<file path="src/rtl/ras_pkg.sv">
// Shared constants, action encoding and the link-register classifier for the RAS predictor.
`default_nettype none

package ras_pkg;

  localparam logic [6:0] OPC_JAL  = 7'b1101111;
  localparam logic [6:0] OPC_JALR = 7'b1100111;
  localparam logic [4:0] LINK_X1  = 5'd1;
  localparam logic [4:0] LINK_X5  = 5'd5;

  typedef enum logic [1:0] {
    NONE    = 2'd0,
    PUSH    = 2'd1,
    POP     = 2'd2,
    POPPUSH = 2'd3
  } ras_action_e;

  function automatic logic is_link(input logic [4:0] r);
    return (r == LINK_X1) || (r == LINK_X5);
  endfunction

  function automatic ras_action_e classify(input logic       valid,
                                           input logic [6:0] opcode,
                                           input logic [4:0] rd,
                                           input logic [4:0] rs1);
    ras_action_e act;
    logic        l_rd;
    logic        l_rs1;
    act   = NONE;
    l_rd  = is_link(rd);
    l_rs1 = is_link(rs1);
    if (valid && opcode == OPC_JAL) begin
      if (l_rd) act = PUSH;
    end else if (valid && opcode == OPC_JALR) begin
      if (l_rd && !l_rs1)      act = PUSH;
      else if (!l_rd && l_rs1) act = POP;
      else if (l_rd && l_rs1)  act = (rd == rs1) ? PUSH : POPPUSH;
    end
    return act;
  endfunction

endpackage

`default_nettype wire

</file>
<file path="src/rtl/ras_predictor_if.sv">
// Instruction, recovery and prediction signals between fetch logic and the RAS predictor.
`default_nettype none

interface ras_predictor_if #(
  parameter int XLEN  = 32,
  parameter int DEPTH = 8
);
  localparam int PTR_W = $clog2(DEPTH);

  logic             valid_in;
  logic [6:0]       opcode;
  logic [4:0]       rd;
  logic [4:0]       rs1;
  logic [XLEN-1:0]  pc;
  logic [XLEN-1:0]  imm_in;
  logic             recover_in;
  logic [PTR_W-1:0] recover_tos;
  logic [PTR_W:0]   recover_cnt;
  logic [PTR_W-1:0] ckpt_tos;
  logic [PTR_W:0]   ckpt_cnt;
  logic             pred_valid;
  logic [XLEN-1:0]  pc_jmp;
  logic             push;
  logic             pop;
  logic             overflow;
  logic             underflow;

  modport master (
    output valid_in, opcode, rd, rs1, pc, imm_in, recover_in, recover_tos, recover_cnt,
    input  ckpt_tos, ckpt_cnt, pred_valid, pc_jmp, push, pop, overflow, underflow
  );

  modport slave (
    input  valid_in, opcode, rd, rs1, pc, imm_in, recover_in, recover_tos, recover_cnt,
    output ckpt_tos, ckpt_cnt, pred_valid, pc_jmp, push, pop, overflow, underflow
  );
endinterface

`default_nettype wire

</file>
<file path="src/rtl/ras_stack_mem.sv">
// Return-address storage: single write port, asynchronous read at the top of stack.
`default_nettype none

module ras_stack_mem #(
  parameter int XLEN  = 32,
  parameter int DEPTH = 8
) (
  input  wire logic                     clk,
  input  wire logic                     we_i,
  input  wire logic [$clog2(DEPTH)-1:0] waddr_i,
  input  wire logic [XLEN-1:0]          wdata_i,
  input  wire logic [$clog2(DEPTH)-1:0] raddr_i,
  output logic      [XLEN-1:0]          rdata_o
);

  logic [XLEN-1:0] mem_q [DEPTH];

  always_ff @(posedge clk) begin
    if (we_i) mem_q[waddr_i] <= wdata_i;
  end

  assign rdata_o = mem_q[raddr_i];

endmodule

`default_nettype wire

</file>
<file path="src/rtl/ras_predictor.sv">
// Return-address-stack predictor: classifies JAL/JALR by link hints and drives the predicted PC.
`default_nettype none

module ras_predictor
  import ras_pkg::*;
#(
  parameter int XLEN  = 32,
  parameter int DEPTH = 8
) (
  input  wire logic     clk,
  input  wire logic     reset_in,
  ras_predictor_if.slave bus
);

  localparam int               PTR_W   = $clog2(DEPTH);
  localparam logic [PTR_W-1:0] TOS_ONE = PTR_W'(1);
  localparam logic [PTR_W:0]   CNT_ONE = (PTR_W+1)'(1);
  localparam logic [PTR_W:0]   CNT_MAX = (PTR_W+1)'(DEPTH);
  localparam logic [XLEN-1:0]  INSN_SZ = XLEN'(4);

  logic [PTR_W-1:0] tos_q, tos_d;
  logic [PTR_W:0]   cnt_q, cnt_d;
  logic             push_q, push_d;
  logic             pop_q, pop_d;
  logic             pred_valid_q, pred_valid_d;
  logic             overflow_q, overflow_d;
  logic             underflow_q, underflow_d;
  logic [XLEN-1:0]  pc_jmp_q, pc_jmp_d;

  logic             mem_we;
  logic [PTR_W-1:0] mem_waddr;
  logic [XLEN-1:0]  mem_rdata;
  logic [XLEN-1:0]  link_addr;
  logic             do_push;
  logic             empty;
  logic             full;
  ras_action_e      action;

  assign link_addr = bus.pc + INSN_SZ;
  assign empty     = (cnt_q == '0);
  assign full      = (cnt_q == CNT_MAX);
  assign action    = classify(bus.valid_in, bus.opcode, bus.rd, bus.rs1);

  ras_stack_mem #(
    .XLEN  (XLEN),
    .DEPTH (DEPTH)
  ) u_mem (
    .clk     (clk),
    .we_i    (mem_we),
    .waddr_i (mem_waddr),
    .wdata_i (link_addr),
    .raddr_i (tos_q),
    .rdata_o (mem_rdata)
  );

  always_comb begin
    tos_d        = tos_q;
    cnt_d        = cnt_q;
    mem_we       = 1'b0;
    mem_waddr    = tos_q + TOS_ONE;
    do_push      = 1'b0;
    push_d       = 1'b0;
    pop_d        = 1'b0;
    pred_valid_d = 1'b0;
    overflow_d   = 1'b0;
    underflow_d  = 1'b0;
    pc_jmp_d     = link_addr;

    if (bus.recover_in) begin
      tos_d = bus.recover_tos;
      cnt_d = (bus.recover_cnt > CNT_MAX) ? CNT_MAX : bus.recover_cnt;
    end else begin
      unique case (action)
        PUSH: begin
          do_push = 1'b1;
          if (bus.opcode == OPC_JAL) begin
            pred_valid_d = 1'b1;
            pc_jmp_d     = bus.pc + bus.imm_in;
          end
        end
        POP: begin
          if (empty) begin
            underflow_d = 1'b1;
          end else begin
            pop_d        = 1'b1;
            pred_valid_d = 1'b1;
            pc_jmp_d     = mem_rdata;
            tos_d        = tos_q - TOS_ONE;
            cnt_d        = cnt_q - CNT_ONE;
          end
        end
        POPPUSH: begin
          if (empty) begin
            // Nothing to swap with: degrade to a plain push and flag the missed pop.
            do_push     = 1'b1;
            underflow_d = 1'b1;
          end else begin
            // Coroutine swap: read the old top and overwrite it in the same slot.
            pop_d        = 1'b1;
            push_d       = 1'b1;
            pred_valid_d = 1'b1;
            pc_jmp_d     = mem_rdata;
            mem_we       = 1'b1;
            mem_waddr    = tos_q;
          end
        end
        default: ;
      endcase

      if (do_push) begin
        mem_we = 1'b1;
        push_d = 1'b1;
        tos_d  = tos_q + TOS_ONE;
        if (full) overflow_d = 1'b1;
        else      cnt_d      = cnt_q + CNT_ONE;
      end
    end
  end

  always_ff @(posedge clk or posedge reset_in) begin
    if (reset_in) begin
      tos_q        <= '0;
      cnt_q        <= '0;
      push_q       <= 1'b0;
      pop_q        <= 1'b0;
      pred_valid_q <= 1'b0;
      overflow_q   <= 1'b0;
      underflow_q  <= 1'b0;
      pc_jmp_q     <= '0;
    end else begin
      tos_q        <= tos_d;
      cnt_q        <= cnt_d;
      push_q       <= push_d;
      pop_q        <= pop_d;
      pred_valid_q <= pred_valid_d;
      overflow_q   <= overflow_d;
      underflow_q  <= underflow_d;
      pc_jmp_q     <= pc_jmp_d;
    end
  end

  assign bus.ckpt_tos   = tos_q;
  assign bus.ckpt_cnt   = cnt_q;
  assign bus.push       = push_q;
  assign bus.pop        = pop_q;
  assign bus.pred_valid = pred_valid_q;
  assign bus.overflow   = overflow_q;
  assign bus.underflow  = underflow_q;
  assign bus.pc_jmp     = pc_jmp_q;

endmodule

`default_nettype wire
</file>
<file path="src/flat_wrapper.sv">
// flat-port wrapper written by rule: the top's interface ports become plain ports
module ras_predictor_flat import ras_pkg::*;
#(
  parameter int XLEN  = 32,
  parameter int DEPTH = 8
)
  (clk, reset_in, bus_valid_in, bus_opcode, bus_rd, bus_rs1, bus_pc, bus_imm_in, bus_recover_in, bus_recover_tos, bus_recover_cnt, bus_ckpt_tos, bus_ckpt_cnt, bus_pred_valid, bus_pc_jmp, bus_push, bus_pop, bus_overflow, bus_underflow);
  ras_predictor_if #(.XLEN(XLEN), .DEPTH(DEPTH)) bus_i ();
  input  wire logic clk;
  input  wire logic reset_in;
  input wire logic [$bits(bus_i.valid_in)-1:0] bus_valid_in;
  input wire logic [$bits(bus_i.opcode)-1:0] bus_opcode;
  input wire logic [$bits(bus_i.rd)-1:0] bus_rd;
  input wire logic [$bits(bus_i.rs1)-1:0] bus_rs1;
  input wire logic [$bits(bus_i.pc)-1:0] bus_pc;
  input wire logic [$bits(bus_i.imm_in)-1:0] bus_imm_in;
  input wire logic [$bits(bus_i.recover_in)-1:0] bus_recover_in;
  input wire logic [$bits(bus_i.recover_tos)-1:0] bus_recover_tos;
  input wire logic [$bits(bus_i.recover_cnt)-1:0] bus_recover_cnt;
  output wire logic [$bits(bus_i.ckpt_tos)-1:0] bus_ckpt_tos;
  output wire logic [$bits(bus_i.ckpt_cnt)-1:0] bus_ckpt_cnt;
  output wire logic [$bits(bus_i.pred_valid)-1:0] bus_pred_valid;
  output wire logic [$bits(bus_i.pc_jmp)-1:0] bus_pc_jmp;
  output wire logic [$bits(bus_i.push)-1:0] bus_push;
  output wire logic [$bits(bus_i.pop)-1:0] bus_pop;
  output wire logic [$bits(bus_i.overflow)-1:0] bus_overflow;
  output wire logic [$bits(bus_i.underflow)-1:0] bus_underflow;
  assign bus_i.valid_in = bus_valid_in;
  assign bus_i.opcode = bus_opcode;
  assign bus_i.rd = bus_rd;
  assign bus_i.rs1 = bus_rs1;
  assign bus_i.pc = bus_pc;
  assign bus_i.imm_in = bus_imm_in;
  assign bus_i.recover_in = bus_recover_in;
  assign bus_i.recover_tos = bus_recover_tos;
  assign bus_i.recover_cnt = bus_recover_cnt;
  assign bus_ckpt_tos = bus_i.ckpt_tos;
  assign bus_ckpt_cnt = bus_i.ckpt_cnt;
  assign bus_pred_valid = bus_i.pred_valid;
  assign bus_pc_jmp = bus_i.pc_jmp;
  assign bus_push = bus_i.push;
  assign bus_pop = bus_i.pop;
  assign bus_overflow = bus_i.overflow;
  assign bus_underflow = bus_i.underflow;
  ras_predictor #(.XLEN(XLEN), .DEPTH(DEPTH)) u_core (.clk(clk), .reset_in(reset_in), .bus(bus_i));
endmodule
</file>
<file path="config.mk">
export PLATFORM = sky130hd
export DESIGN_NAME = ras_predictor_flat
export DESIGN_NICKNAME = d
export VERILOG_FILES = /design/src/rtl/ras_pkg.sv /design/src/rtl/ras_predictor_if.sv /design/src/rtl/ras_stack_mem.sv /design/src/rtl/ras_predictor.sv /design/src/flat_wrapper.sv
export SDC_FILE = /design/constraint.sdc
export NUM_CORES = 1
export LEC_CHECK = 0
export BUFFER_PORTS_ARGS = -buffer_cell sky130_fd_sc_hd__buf_4
export CORE_MARGIN = 2
export CORE_UTILIZATION = 64
export CTS_CLUSTER_SIZE = 10
export DETAILED_ROUTE_END_ITERATION = 8
export GPL_TIMING_DRIVEN = 0
export PLACE_DENSITY = 0.85
export SLEW_MARGIN = 15
export SYNTH_ARGS = -nofsm -noshare
export SYNTH_HDL_FRONTEND = slang
export SYNTH_HIERARCHICAL = 1
export SYNTH_SLANG_ARGS = --single-unit
</file>
<file path="constraint.sdc">
create_clock -name clk -period 8 [get_ports clk]
set_input_delay 1.2 -clock clk [delete_from_list [all_inputs] [get_ports clk]]
set_output_delay 1.2 -clock clk [all_outputs]
set_load 0.005 [all_outputs]
</file>
**After elaboration in Yosys (flattened, before gate mapping)**

Memories as Yosys holds them, arrays and structs flattened.
Index checks and enable logic that the tools add are counted.

- Memories: 1
- Logic and storage cells: 84
- Bits in registers: 44
- Memory bits (writable): 256
- Input bits: 92

Memory list:

| name | words | bits a word | read ports | clocked after memory_dff | write ports | line | text |
|---|---|---|---|---|---|---|---|
| u_core.u_mem.mem_q | 8 | 32 | 1 | 0 | 1 | ras_stack_mem.sv:16 | `logic [XLEN-1:0] mem_q [DEPTH];` |

- Muxes and demuxes: 43
- Reductions and logical operators: 13
- Add/subtract/negate cells: 6
- Equal/unequal tests: 12
- Magnitude comparators: 1

Operator list:

| cell | count |
|---|---|
| $mux W32 | 3 |
| $pmux W32 S2 | 1 |
| $add A32 B3 Y32 const B | 1 |
| $add A32 B32 Y32 | 1 |
| $mux W4 | 6 |
| $mux W3 | 7 |
| $mux W1 | 18 |
| $eq A7 B7 Y1 const B | 2 |
| $mux W2 | 6 |
| $eq A5 B1 Y1 const B | 2 |
| $eq A5 B3 Y1 const B | 2 |
| $eq A5 B5 Y1 | 1 |
| $logic_and A1 B1 Y1 | 5 |
| $add A4 B1 Y4 const B | 1 |
| $eq A2 B2 Y1 const B | 2 |
| $eq A4 B4 Y1 const B | 1 |
| $gt A4 B4 Y1 const B | 1 |
| $logic_not A4 Y1 | 1 |
| $pmux W1 S2 | 2 |
| $sub A4 B1 Y4 const B | 1 |
| $add A3 B1 Y3 const B | 1 |
| $ne A3 B3 Y1 const B | 1 |
| $reduce_bool A3 Y1 | 1 |
| $sub A3 B1 Y3 const B | 1 |
| 5 further kinds | 7 |

**Longest topological paths before layout**

Gate-level depths: netlist of run 1.

- Word-level depth: 15
- Mapped depth: 11
- Mapped depth without buffers: 11

**Cells and area by module**

The synthesis of run 1 kept the hierarchy.

By module, submodules not included:

| module | instances | cells each | seq. area each (µm²) | area an instance (µm²) |
|---|---|---|---|---|
| ras_stack_mem | 1 | 383 | 7687.4 | 9825.7 |
| ras_predictor | 1 | 526 | 1101.1 | 4260.3 |

**Least setup slack after synthesis of run 1**

OpenSTA, ideal clock, no wires.

- Kind: input to register
- From: in bus_rs1[1]
- To: mem u_core.u_mem.mem_q[0][0], enable pin
- Path slack: 2.326 ns
- Stages on the path: 9
- Data required time: 7.539 ns
- Arrival time: 5.213 ns
- Path through: or4_1 and2_1 or3_4 nor2_2 nand2_1 nand2_1 xnor2_1 nand2b_1 nor3_1

- Elaborated cells between the ends (all ways): 25

RTL lines:

| what | line | text |
|---|---|---|
| start: declaration | flat_wrapper.sv:14 | `input wire logic [$bits(bus_i.rs1)-1:0] bus_rs1;` |
| $eq A5 B1 Y1 or $eq A5 B3 Y1 (tied branches) | ras_pkg.sv:19 | `return (r == LINK_X1) \|\| (r == LINK_X5);` |
| $logic_or A1 B1 Y1 | ras_pkg.sv:19 |  |
| $logic_and A1 B1 Y1 | ras_pkg.sv:37 | `else if (l_rd && l_rs1) act = (rd == rs1) ? PUSH : POPPUSH;` |
| $mux W2 | ras_pkg.sv:37 |  |
| $mux W2 | ras_pkg.sv:36 | `else if (!l_rd && l_rs1) act = POP;` |
| $mux W2 * | ras_pkg.sv:35 | `if (l_rd && !l_rs1) act = PUSH;` |
| $mux W2 * | ras_pkg.sv:34 | `end else if (valid && opcode == OPC_JALR) begin` |
| $mux W2 * | ras_pkg.sv:32 | `if (valid && opcode == OPC_JAL) begin` |
| $eq A2 B2 Y1 * | ras_predictor.sv:73 | `unique case (action)` |
| $mux W3 * | ras_predictor.sv:73 |  |
| $mux W3 * | ras_predictor.sv:69 | `if (bus.recover_in) begin` |
| via u_core.mem_waddr[2] | ras_predictor.sv:31 | `logic [PTR_W-1:0] mem_waddr;` |
| end: declaration | ras_stack_mem.sv:16 |  |

Mark *: on every way through the listed nets, which the timed path passes. The rest lies on a longest branch. The select of a mux whose other input is x is not followed.

**Final worst setup path of run 1**

- From: in bus_rs1[3]
- To: mem u_core.u_mem.mem_q[0][13], enable pin

The elaborated chain is that of the path after synthesis.

==> summary.txt, run 1 <==
Floorplan
  • Initial cell density of the core: 0.649
  • Row cnt: 54
  • Die Wd: 152 microns
  • Die area: 23200 sq um
  • Core footprint: 21700 sq um
  • Die H: 152 microns
  • Top Ports: 136

Drt
  • Residual DRC: 0
  • DR pass1 iterations: 6
  • Post-Route WL: 35900 microns
  • WL per Instance: 25.6 microns
  • Via-to-Cell Ratio: 6.65
  • Via count: 9327
  • Initial DRC count: 925
  • ANT nets after route: 0

Pwr
  • Psw: 0.000843 W
  • Int Pwr: 0.00282 W
  • Power Density: 218 nW/um^2
  • Seq pwr share: 0.471
  • Proportion of power drawn by combinational gates: 0.124
  • Sw Ratio: 0.230
  • Total power draw: 0.00366 W
  • Clock network power share: 0.405
  • Pleak: 6.17 nW
  • Peak VDD IR: 276 uV

Worst setup path
  • Setup crit start kind: input pin
  • Crit path kind: in2reg
  • Critical R2R Launch: u_core/bus.ckpt_cnt[0]
  • Crit Path Max Fanout: 8
  • Worst EP arrival: 5140 ps
  • CP Capture Type: flop
  • FF-to-FF setup slack: 4050 ps
  • Worst R2R Path Depth: 13
  • R2R Path End: u_core/u_mem/mem_q[0][13]
  • CP required: 8200 ps

Layout
  • Synth-to-layout area growth: 19.3%
  • Non-Filler Instances: 1403
  • Layout cells sized above 1: 0.250
  • Nets: 1225
  • Fin area: 16800 sq um
  • Fillers: 1186
  • End-of-flow core utilization: 0.775
  • N_diodes: 0

Synthesis
  • Largest family of logic cells by synthesized area: multiplexers
  • Synth unique cells: 59
  • Share of the synthesized area in the top cell type: 0.546
  • Primary FF master, synth: edfxtp_1
  • Async set-or-reset flop fraction in the synthesized netlist: 0.147
  • Post-synthesis compound-gate area fraction: 0.0826
  • Post-synth EDFFs: 256
  • Cell type with the largest total area after synthesis: edfxtp_1
  • Post-Synth XOR/XNOR Area: 0.0367
  • Net Count, Synth: 1038
  • Syn. warnings: 6
  • Multiplexer share of the synthesized area: 0.139
  • Synthesized area: 14100 sq um
  • Mean Syn Cell Area: 15.5 sq um
  • Sequential area share after synthesis: 0.624
  • Post-Synth Adder-Cell Area: 0.0334
  • Simple-gate share of the synthesized area: 0.0643
  • FF+latch count, synth: 300
  • Cells after synthesis: 909
  • Largest cells by area after synthesis: edfxtp_1 (55%), dfrtp_1 (7.8%), mux4_1 (7.5%)

Hold path
  • Hold path endpoint: u_core/bus.overflow
  • Min-delay src: u_core/bus.ckpt_cnt[2]
  • Hold depth: 1
  • Hold WC Path Type: reg2reg

STA
  • RSZ-0062 raised after global routing: no
  • Final Hold Viols: 0
  • Tcrit/Tclk final: 0.618
  • Final setup viols: 0
  • Layout Skew: 21.2 ps
  • Pins Over Slew Limit: 0
  • Worst slew margin: 0.341
  • Worst-Margin Slew: 985 ps
  • Max Fclk: 0.202 GHz
  • Final Critical Period: 4940 ps

Global route
  • First-pass GRT wire length: 55000 microns
  • Largest net degree at the start of global routing: 31
  • Initial antenna violation count: 0
  • Number of global-route vias before repair: 9470
  • Total gr overflow: 0
  • Total track usage: 0.313

Clock network
  • Clock latency on the worst-skew pair: 510 ps
  • # Post-CTS Setup Buffers: 0
  • # H-tree levels: 2
  • Clk buf depth: 3
  • Post-CTS Hold Buffers: 0
  • Post-CTS sizing: 0
  • Total CTS buffers: 36
  • Clock Root Buffer: clkbuf_16
  • CTS Sinks: 300
  • CTS tree: done
  • Clock slew at reported path FFs: 50 ps

Flow run
  • Max_cap viols: 0

Placed design
  • Final RePlAce weighted congestion: 0.883
  • DPL Wire Length: 23700 microns
  • Dpl cells: 1338
  • DP Area: 15700 sq um
  • I/O Buffers: 134

Run status
  • Status: finished, final reports clean
## Yosys cell counts (3+ instances only)
cell      instances
nor2b_1           3
o21a_1            7
o22ai_1           4
a21oi_1          41
or3_1             3
ha_1             36
xnor2_1          39
nor2_1           38
dfrtp_1          44
nand4_1           8
and2_1            8
nand3_1          18
a22o_1            3
o21bai_1          6
a22oi_1          28
buf_2            10
clkbuf_1          6
inv_1            23
mux4_1           40
nor3_1           13
buf_1             4
o21ai_1          19
nand2_1          52
nand2b_1         10
mux2_2           32
buf_6             9
a211oi_1          4
mux4_2           24
nor4_1            4
a21o_1           13
o21ai_0          31
a211o_1           3
o211ai_1          5
xor2_1           20
edfxtp_1        256
and3_1           11
and4_1            4
## layout by cell type (no fill, tap or decap), types with 5 or more instances in the layout
master / n
nor3_1: 11
o211ai_1: 5
a22oi_1: 28
dfrtp_1: 44
nand4_1: 8
buf_6: 10
o21ai_1: 19
o21ai_0: 31
mux4_2: 24
nor2_1: 32
nand2b_1: 10
clkbuf_16: 37
o21bai_1: 6
a21oi_1: 41
inv_1: 22
buf_2: 10
nor2_4: 6
nand2_1: 52
and3_1: 11
ha_1: 36
clkbuf_1: 30
xnor2_1: 39
nand3_1: 18
o21a_1: 7
and2_1: 8
a21o_1: 13
mux4_1: 40
xor2_1: 20
edfxtp_1: 256
buf_4: 141
mux2_2: 32
## sequential cells by signal (all words and copies together), names as in the netlist
signal and cells:
u_core/bus.push 1, u_core/bus.underflow 1, u_core/u_mem/mem_q 256, u_core/bus.ckpt_cnt 4, u_core/bus.pred_valid 1, u_core/bus.pc_jmp 32, u_core/bus.pop 1, u_core/bus.overflow 1
u_core/bus.ckpt_tos 3
## per-layer routing
metal,vias to the layer above,GRT usage,share of wire
li1,4008,-,-
met1,4578,0.424,0.38
met2,627,0.505,0.47
met3,114,0.0671,0.11
met4,0,0.127,0.038
met5,-,0,0
## final cells by class
type                    instances  area (sq um)  area share
multi-input cells             556          5070       0.302
repair buffers                149          1240      0.0738
clock buffers                  61          1020      0.0605
plain buffers                  29           189      0.0112
flip-flops and latches        300          8790       0.523
well taps                     280           350      0.0209
inverters                      24          90.1     0.00536
clock inverters                 4          51.3     0.00305
## power groups by stage
stage / Sequential [W] / Clock, W / Combinational (W)
finish: 0.00172 / 0.00148 / 0.000453
global route: 0.00173 / 0.00156 / 0.000483
CTS: 0.00172 / 0.00150 / 0.000445
detailed placement: 0.00176 / 0 / 0.000436
global placement: 0.00175 / 0 / 0.000420
floorplan: 0.00175 / 0 / 0.000280
## through the flow
| step | setup TNS [ps] | hold WS (ps) | worst slack (ps) |
|---|---|---|---|
| 2_1_floorplan | 0 | 538 | 2330 |
| 3_3_place_gp | -23370 | 612 | -492 |
| 3_5_place_dp | 0 | 609 | 2820 |
| 4_1_cts | 0 | 619 | 3220 |
| 5_1_grt | 0 | 635 | 2930 |
| 6_report | 0 | 613 | 3060 |
## worst max path at each step
stage               startpoint                        end  slack, ps
floorplan           bus_rs1[1]   u_core/u_mem/mem_q[0][0]       2330
global placement    bus_rs1[3]  u_core/u_mem/mem_q[0][14]       -490
detailed placement  bus_rs1[3]  u_core/u_mem/mem_q[0][13]       2820
CTS                 bus_rs1[3]   u_core/u_mem/mem_q[0][7]       3220
global route        bus_rs1[3]   u_core/u_mem/mem_q[0][7]       2930
finish              bus_rs1[3]  u_core/u_mem/mem_q[0][13]       3060
## worst max-delay path, cell delays in order
cell,delay (ps)
buf_4,100
nand2b_1,120
or4_1,480
a211oi_1,410
nand2_1,170
nor2_2,450
nand2_1,200
nand2_1,130
xnor2_1,70
nand2b_1,300
nor3_2,700
buf_4,350
buf_6,190
buf_4,230
## cells by family after synthesis
family                     Yosys count
xor gates and xnor gates            59
adders and majority gates           37
buffers and inverters               53
muxes                               97
DFF                                300
AOI/OAI and AO/OA                  182
and+or+nand+nor                    181
Power figures use the tool's default switching activity.
==> inputs of run 2 (changes only) <==
CORE_UTILIZATION = 54   (was 64)
PLACE_DENSITY = 0.77   (was 0.85)
clock period = 4.4 ns   (was 8 ns; I/O delays follow)
==> run 2 against run 1 <==
Hold slack worse by 480 ps. Flip-flop and latch count stayed put. Non-clock buffer count is 1 higher. Clock skew is 9.6 ps lower. Clock-buffer cell count stayed put. Sequential share of layout area is 0.30 points lower. Sequential power is 83% higher. Cell area is 0.58% higher. Critical path type unchanged. Via count is 1.8% lower. Combinational power is 80% higher. Die area is 18% higher.
==> summary.txt, run 2 (synthesis gave the netlist of run 1 again) <==
Global route
  • First-pass GRT wire length: 52100 microns (-5.1%)
  • Number of global-route vias before repair: 8964 (-5.3%)
  • Total gr overflow: 0 (unchanged)
  • Largest net degree at the start of global routing: 31 (unchanged)
  • Total track usage: 0.260 (-0.0529)
  • Initial antenna violation count: 0 (unchanged)

Hold path
  • Hold WC Path Type: in2async

Flow run
  • Max_cap viols: 0 (unchanged)

Floorplan
  • Top Ports: 136 (unchanged)
  • Initial cell density of the core: 0.545 (-0.104)
  • Die Wd: 166 microns (+8.6%)
  • Row cnt: 59 (+9.3%)
  • Core footprint: 25800 sq um (+19%)
  • Die area: 27400 sq um (+18%)
  • Die H: 166 microns (+8.6%)

Worst setup path
  • Crit path buffers/inverters: 2 (-2)
  • Crit path largest cell delay: 710 ps (about the same)
  • Cell depth of the worst setup path: 11 (-3)
  • R2R Path End: u_core/u_mem/mem_q[5][10]
  • FF-to-FF setup slack: 610 ps (-3440 ps)
  • CP Capture Type: flop
  • Worst R2R Path Depth: 10 (-3)
  • Crit-path cells: buf_4, nand2b_1, or4_1, a211oi_1, nand2_1, nor2_2, nand2_1, xnor2_1, nand2b_1, nor2_4, buf_16
  • Setup crit start kind: input pin
  • Slowest stage cell, crit path: nor2_4
  • Crit path kind: in2reg
  • Worst EP arrival: 4450 ps (-690 ps)
  • Crit Path Max Fanout: 19 (+11)
  • Critical R2R Launch: u_core/bus.ckpt_cnt[0]
  • Delay-heaviest family, CP: simple AND/OR/NAND/NOR gates
  • CP required: 4600 ps (-3600 ps)

Placed design
  • I/O Buffers: 134 (unchanged)
  • DPL Wire Length: 24200 microns (+2.0%)
  • DP Area: 15800 sq um (+0.49%)
  • Final RePlAce weighted congestion: 0.890 (+0.72%)
  • Dpl cells: 1389 (+3.8%)

STA
  • Final setup viols: 0 (unchanged)
  • Pins Over Slew Limit: 0 (unchanged)
  • Final Critical Period: 4240 ps
  • Max Fclk: 0.236 GHz
  • RSZ-0062 raised after global routing: no
  • Worst-Margin Slew: 1000 ps (+16.1 ps)
  • Layout Skew: 11.6 ps (-9.63 ps)
  • Final Hold Viols: 0 (unchanged)
  • Worst slew margin: 0.330 (-0.0107)
  • Tcrit/Tclk final: 0.965

Pwr
  • Peak VDD IR: 309 uV (+12%)
  • Clock network power share: 0.399 (-0.006)
  • Sw Ratio: 0.229 (-0.00176)
  • Seq pwr share: 0.477 (+0.006)
  • Int Pwr: 0.00507 W (+80%)
  • Pleak: 6.18 nW (+0.12%)
  • Total power draw: 0.00657 W (+80%)
  • Psw: 0.00150 W (+78%)
  • Power Density: 389 nW/um^2 (+78%)
  • Proportion of power drawn by combinational gates: 0.124 (about the same)

Run status
  • Status: finished, final reports clean

Clock network
  • Total CTS buffers: 36 (unchanged)
  • CTS tree: done
  • CTS Sinks: 300 (unchanged)
  • Clk buf depth: 3 (unchanged)
  • Post-CTS Hold Buffers: 0 (unchanged)
  • Clock Root Buffer: clkbuf_16
  • # H-tree levels: 2 (unchanged)
  • Clock slew at reported path FFs: 60 ps (about the same)
  • Clock latency on the worst-skew pair: 500 ps (about the same)

Layout
  • N_diodes: 0 (unchanged)
  • Layout cells sized above 1: 0.249 (-0.000890)
  • Fin area: 16900 sq um (+0.58%)
  • Largest reg by FF count: u_core/u_mem/mem_q
  • Leading cell types in the layout, fill and taps excluded: edfxtp_1 (256), buf_4 (138), nand2_1 (52), dfrtp_1 (44), a21oi_1 (41)
  • Most common cell after layout, fill and taps aside: edfxtp_1
  • Nets: 1226 (+0.082%)
  • Synth-to-layout area growth: 20.0%
  • End-of-flow core utilization: 0.654 (-0.121)
  • Non-Filler Instances: 1458 (+3.9%)
  • Max reg flops: 256 (unchanged)

Drt
  • ANT nets after route: 0 (unchanged)
  • Via-to-Cell Ratio: 6.28 (-5.5%)
  • DR pass1 iterations: 5 (-1)
  • Residual DRC: 0 (unchanged)
  • Initial DRC count: 1029 (+11%)
  • Post-Route WL: 35300 microns (-1.7%)
  • WL per Instance: 24.2 microns (-5.4%)
  • Via count: 9159 (-1.8%)
run 2: cell count changes in the layout (fill, tap and decap cells not counted):
cell and change:
clkinv_1 +2, buf_4 -3, o21ai_0 -1, buf_8 +4
o21ai_1 +1, inv_6 -2, buf_6 -1, buf_12 +1
nor3_2 -2, bufinv_16 -1, clkbuf_1 -1, nor3_4 +2
clkbuf_8 +1
run 2: power groups by stage:
| stage | registers, W | clock network, W | logic (W) |
|---|---|---|---|
| 2_1_floorplan | 0.00319 | 0 | 0.000510 |
| 3_3_place_gp | 0.00319 | 0 | 0.000772 |
| 3_5_place_dp | 0.00319 | 0 | 0.000798 |
| 4_1_cts | 0.00313 | 0.00266 | 0.000808 |
| 5_1_grt | 0.00314 | 0.00278 | 0.000882 |
| 6_report | 0.00314 | 0.00262 | 0.000815 |
run 2: layout make-up:
type	count	area (sq um)
Multi-Input combinational cell	556	5090
Clock buffer	61	1030
Fill cell	1810	8940
Clock inverter	3	11.3
Timing Repair Buffer	150	1290
Buffer	29	189
Tap cell	335	419
Sequential cell	300	8790
Inverter	24	90.1
run 2: timing repair:
item	in CTS	in global routing
setup buffers	0	5
resized for setup	1	0
endpoints found under the setup margin	47	28
pin swaps	0	2
run 2: per-layer routing:
layer,GRT usage,wire [microns]
met5,0,0
met2,0.425,17000
met1,0.359,14000
met3,0.0472,3460
met4,0.0827,846
run 2: worst max-delay path by stage:
stage	start	endpoint
after floorplan	bus_rs1[1]	u_core/u_mem/mem_q[3][0]
after global placement	bus_rs1[3]	u_core/u_mem/mem_q[3][13]
after detailed placement	bus_rs1[3]	u_core/u_mem/mem_q[7][14]
after CTS	bus_rs1[3]	u_core/u_mem/mem_q[7][10]
after global routing	bus_rs1[3]	u_core/u_mem/mem_q[5][10]
final	bus_rs1[3]	u_core/u_mem/mem_q[5][10]
run 2: per-stage QoR:
step	hold slack (ps)	setup slack, ps	TNS [ps]
3_3_place_gp	588	-2130	-466630
5_1_grt	157	4.85	0
4_1_cts	147	181	0
6_report	137	156	0
3_5_place_dp	593	-526	-59550
2_1_floorplan	538	-80.3	-8780
==> inputs of run 3 (changes only) <==
ABC_AREA = 1   (was not set)
CORE_UTILIZATION = 55   (was 54)
GPL_TIMING_DRIVEN = not set   (was 0)
==> run 3 against run 2 <==
First-iteration DRC count increased by 32%. Via count increased by 58%. Cell area increased by 16%. Die area increased by 19%. Setup slack improved by 780 ps. Synthesized area increased by 21%. Sequential share of layout area decreased by 7.0 points. Flip-flop and latch count unchanged. Utilization decreased by 1.6 points. Clock power about the same. Register-to-register slack improved by 330 ps. Synthesized cell count increased by 140%.
==> summary.txt, run 3 <==
Run status
  • Status: finished, final reports clean

Placed design
  • Final RePlAce weighted congestion: 0.963 (+8.2%)
  • Dpl cells: 2664 (+92%)
  • DP Area: 18500 sq um (+17%)
  • DPL Wire Length: 33800 microns (+40%)
  • I/O Buffers: 135 (+0.75%)

Synthesis
  • Post-synth EDFFs: 256 (unchanged)
  • Cells after synthesis: 2172 (+140%)
  • Share of the synthesized area in the top cell type: 0.450 (-0.0961)
  • Mean Syn Cell Area: 7.87 sq um (-49%)
  • Synth unique cells: 46 (-22%)
  • Count leader, synth: nand2_1
  • Net Count, Synth: 2301 (+120%)
  • Largest cells by area after synthesis: edfxtp_1 (45%), nand2_1 (18%), inv_1 (9.3%)
  • Async set-or-reset flop fraction in the synthesized netlist: 0.147 (unchanged)
  • Sequential area share after synthesis: 0.514 (-0.110)
  • Syn. warnings: 6 (unchanged)
  • Cell type with the largest total area after synthesis: edfxtp_1
  • Synthesized area: 17100 sq um (+21%)
  • Primary FF master, synth: edfxtp_1
  • Synth cell count leaders: nand2_1 (834), inv_1 (425), edfxtp_1 (256), nand3_1 (193), nor2_1 (117)
  • FF+latch count, synth: 300 (unchanged)

STA
  • Final Hold Viols: 0 (unchanged)
  • Final Critical Period: 3460 ps (-783 ps)
  • RSZ-0062 raised after global routing: no
  • Pins Over Slew Limit: 0 (unchanged)
  • Tcrit/Tclk final: 0.787 (-0.178)
  • Layout Skew: 16.8 ps (+5.18 ps)
  • Worst-Margin Slew: 1110 ps (+111 ps)
  • Worst slew margin: 0.259 (-0.0714)
  • Setup TNS: 0 ps (unchanged)
  • Min Hold Slack: 369 ps (+232 ps)
  • Max Fclk: 0.289 GHz (+23%)
  • Final setup viols: 0 (unchanged)

Pwr
  • Int Pwr: 0.00507 W (about the same)
  • Psw: 0.00195 W (+30%)
  • Clock network power share: 0.374 (-0.025)
  • Pleak: 9.65 nW (+56%)
  • Proportion of power drawn by combinational gates: 0.177 (+0.053)
  • Sw Ratio: 0.278 (+0.0489)
  • Seq pwr share: 0.449 (-0.028)
  • Peak VDD IR: 224 uV (-28%)
  • Power Density: 359 nW/um^2 (-7.6%)

Drt
  • Via-to-Cell Ratio: 5.32 (-15%)
  • Via count: 14442 (+58%)
  • DR pass1 iterations: 5 (unchanged)
  • Post-Route WL: 48100 microns (+36%)
  • WL per Instance: 17.7 microns (-27%)
  • Residual DRC: 0 (unchanged)
  • ANT nets after route: 0 (unchanged)
  • Initial DRC count: 1362 (+32%)

Global route
  • Largest net degree at the start of global routing: 77 (+150%)
  • Initial antenna violation count: 1 (+1)
  • Total gr overflow: 0 (unchanged)
  • Total track usage: 0.294 (+0.0339)
  • Number of global-route vias before repair: 14082 (+57%)
  • First-pass GRT wire length: 74400 microns (+43%)

Clock network
  • CTS Sinks: 300 (unchanged)
  • # Post-CTS Setup Buffers: 0 (unchanged)
  • Clock slew at reported path FFs: 50 ps (about the same)
  • CTS tree: done
  • Post-CTS Hold Buffers: 0 (unchanged)
  • # H-tree levels: 2 (unchanged)
  • Post-CTS sizing: 0 (-1)
  • Clock Root Buffer: clkbuf_16
  • Total CTS buffers: 36 (unchanged)
  • Clk buf depth: 3 (unchanged)
  • Clock latency on the worst-skew pair: 510 ps (about the same)

Layout
  • Leading cell types in the layout, fill and taps excluded: nand2_1 (834), inv_1 (424), edfxtp_1 (256), nand3_1 (193), buf_4 (146)
  • Layout cells sized above 1: 0.106 (-0.144)
  • Fin area: 19500 sq um (+16%)
  • Non-Filler Instances: 2715 (+86%)
  • Area occupied by multi-input gates: 6390 sq um (+26%)
  • Fillers: 2543 (+40%)
  • Largest reg by FF count: u_core/u_mem/mem_q
  • FF+latch area: 8790 sq um (about the same)
  • End-of-flow core utilization: 0.638 (-0.0159)
  • Most common cell after layout, fill and taps aside: nand2_1
  • Nets: 2435 (+99%)
  • Synth-to-layout area growth: 14.2%
  • Max reg flops: 256 (unchanged)
  • N_diodes: 0 (unchanged)

Flow run
  • Max_cap viols: 0 (unchanged)

Worst setup path
  • Crit path largest cell delay: 600 ps (-110 ps)
  • Worst EP arrival: 3680 ps (-770 ps)
  • Setup crit start kind: flop
  • Crit Path Max Fanout: 17 (-2)
  • Crit path buffers/inverters: 5 (+3)
  • CP required: 4620 ps (+20 ps)
  • Crit path kind: reg2reg
  • Slowest stage cell, crit path: nor2_4
  • Crit-path cells: inv_1, ha_1, nand2_1, nor2_1, inv_2, nand2_4, nor2_8, nand2_1, xor2_1, inv_1, inv_1, nand2_1, nor2_4, buf_12
  • Delay-heaviest family, CP: simple AND/OR/NAND/NOR gates
  • CP Capture Type: flop

Floorplan
  • Initial cell density of the core: 0.559 (+0.0137)
  • Row cnt: 64 (+8.5%)
  • Die H: 180 microns (+8.9%)
  • Core footprint: 30600 sq um (+18%)
  • Die Wd: 180 microns (+8.9%)
  • Die area: 32500 sq um (+19%)
  • Top Ports: 136 (unchanged)

Hold path
  • Hold WC Path Type: in2reg
[run 3: cell count changes after synthesis, moves of 26 or more]
cell and change:
nand2_1 +782, inv_1 +402, nand3_1 +175, nor2_1 +79, mux4_1 -40, mux2_2 -32
a22oi_1 -28, xnor2_1 -26
[run 3: path summary, 6_finish.rpt]
| path | start | to | slack, ps | cells after the start |
|---|---|---|---|---|
| setup / recovery | u_core/bus.ckpt_cnt[0] | u_core/u_mem/mem_q[2][23] | 940 | 14 |
| hold / removal | bus_recover_cnt[3] | u_core/bus.ckpt_cnt[2] | 370 | 2 |
| setup reg to reg | u_core/bus.ckpt_cnt[0] | u_core/u_mem/mem_q[2][23] | 940 | 14 |
| hold reg to reg | u_core/bus.ckpt_tos[2] | u_core/bus.ckpt_tos[2] | 670 | 2 |
| max in group asynchronous | reset_in | u_core/bus.ckpt_tos[0] | 3260 | 2 |
| min in group asynchronous | reset_in | u_core/bus.underflow | 410 | 2 |
[run 3: stage by stage]
step | total power [W] | worst slack (ps)
2_1_floorplan | 0.00397 | 571
3_3_place_gp | 0.00439 | 959
3_5_place_dp | 0.00441 | 900
4_1_cts | 0.00701 | 1030
5_1_grt | 0.00727 | 702
6_report | 0.00701 | 939
[run 3: cell families (layout without fill, tap and decap cells)]
logic type               Yosys count  in the layout  share of synthesized area
AND/OR/NAND/NOR                 1216           1216                      0.295
flip-flops                       300            300                      0.514
XOR/XNOR                          34             34                     0.0174
buffers and inverters            491            638                      0.116
AO/OA/AOI/OAI                     94             94                     0.0303
adder cells (fa/ha/maj)           37             37                     0.0275
[run 3: power by group through the flow]
stage               clock (W)  sequential (W)  combinational, W
floorplan                   0         0.00319          0.000782
global placement            0         0.00320           0.00118
detailed placement          0         0.00320           0.00121
CTS                   0.00264         0.00315           0.00122
global route          0.00275         0.00315           0.00137
finish                0.00262         0.00315           0.00124
[run 3: worst reg2reg max path: cells and delay by family, from the launching register on]
kind / cells / cell delay (ps)
xor+xnor: 1 / 160
simple gates: 7 / 1700
flops: 1 / 440
buf+inv: 5 / 690
fa+ha+maj: 1 / 190
[run 3: area by class of cell]
cell class | count | area share
tap | 396 | 0.0254
sequential | 300 | 0.451
inverter | 437 | 0.0841
multi-input combinational | 1381 | 0.327
clock buffer | 47 | 0.0510
clock inverter | 4 | 0.00154
timing repair buffer | 150 | 0.0603
[run 3: per-layer routing]
layer / part of all wire / up-vias / global-route usage
met5: 0 / - / 0
met4: 0.042 / 0 / 0.125
met3: 0.071 / 127 / 0.0370
met2: 0.49 / 602 / 0.511
met1: 0.40 / 6716 / 0.372
li1: - / 6997 / -
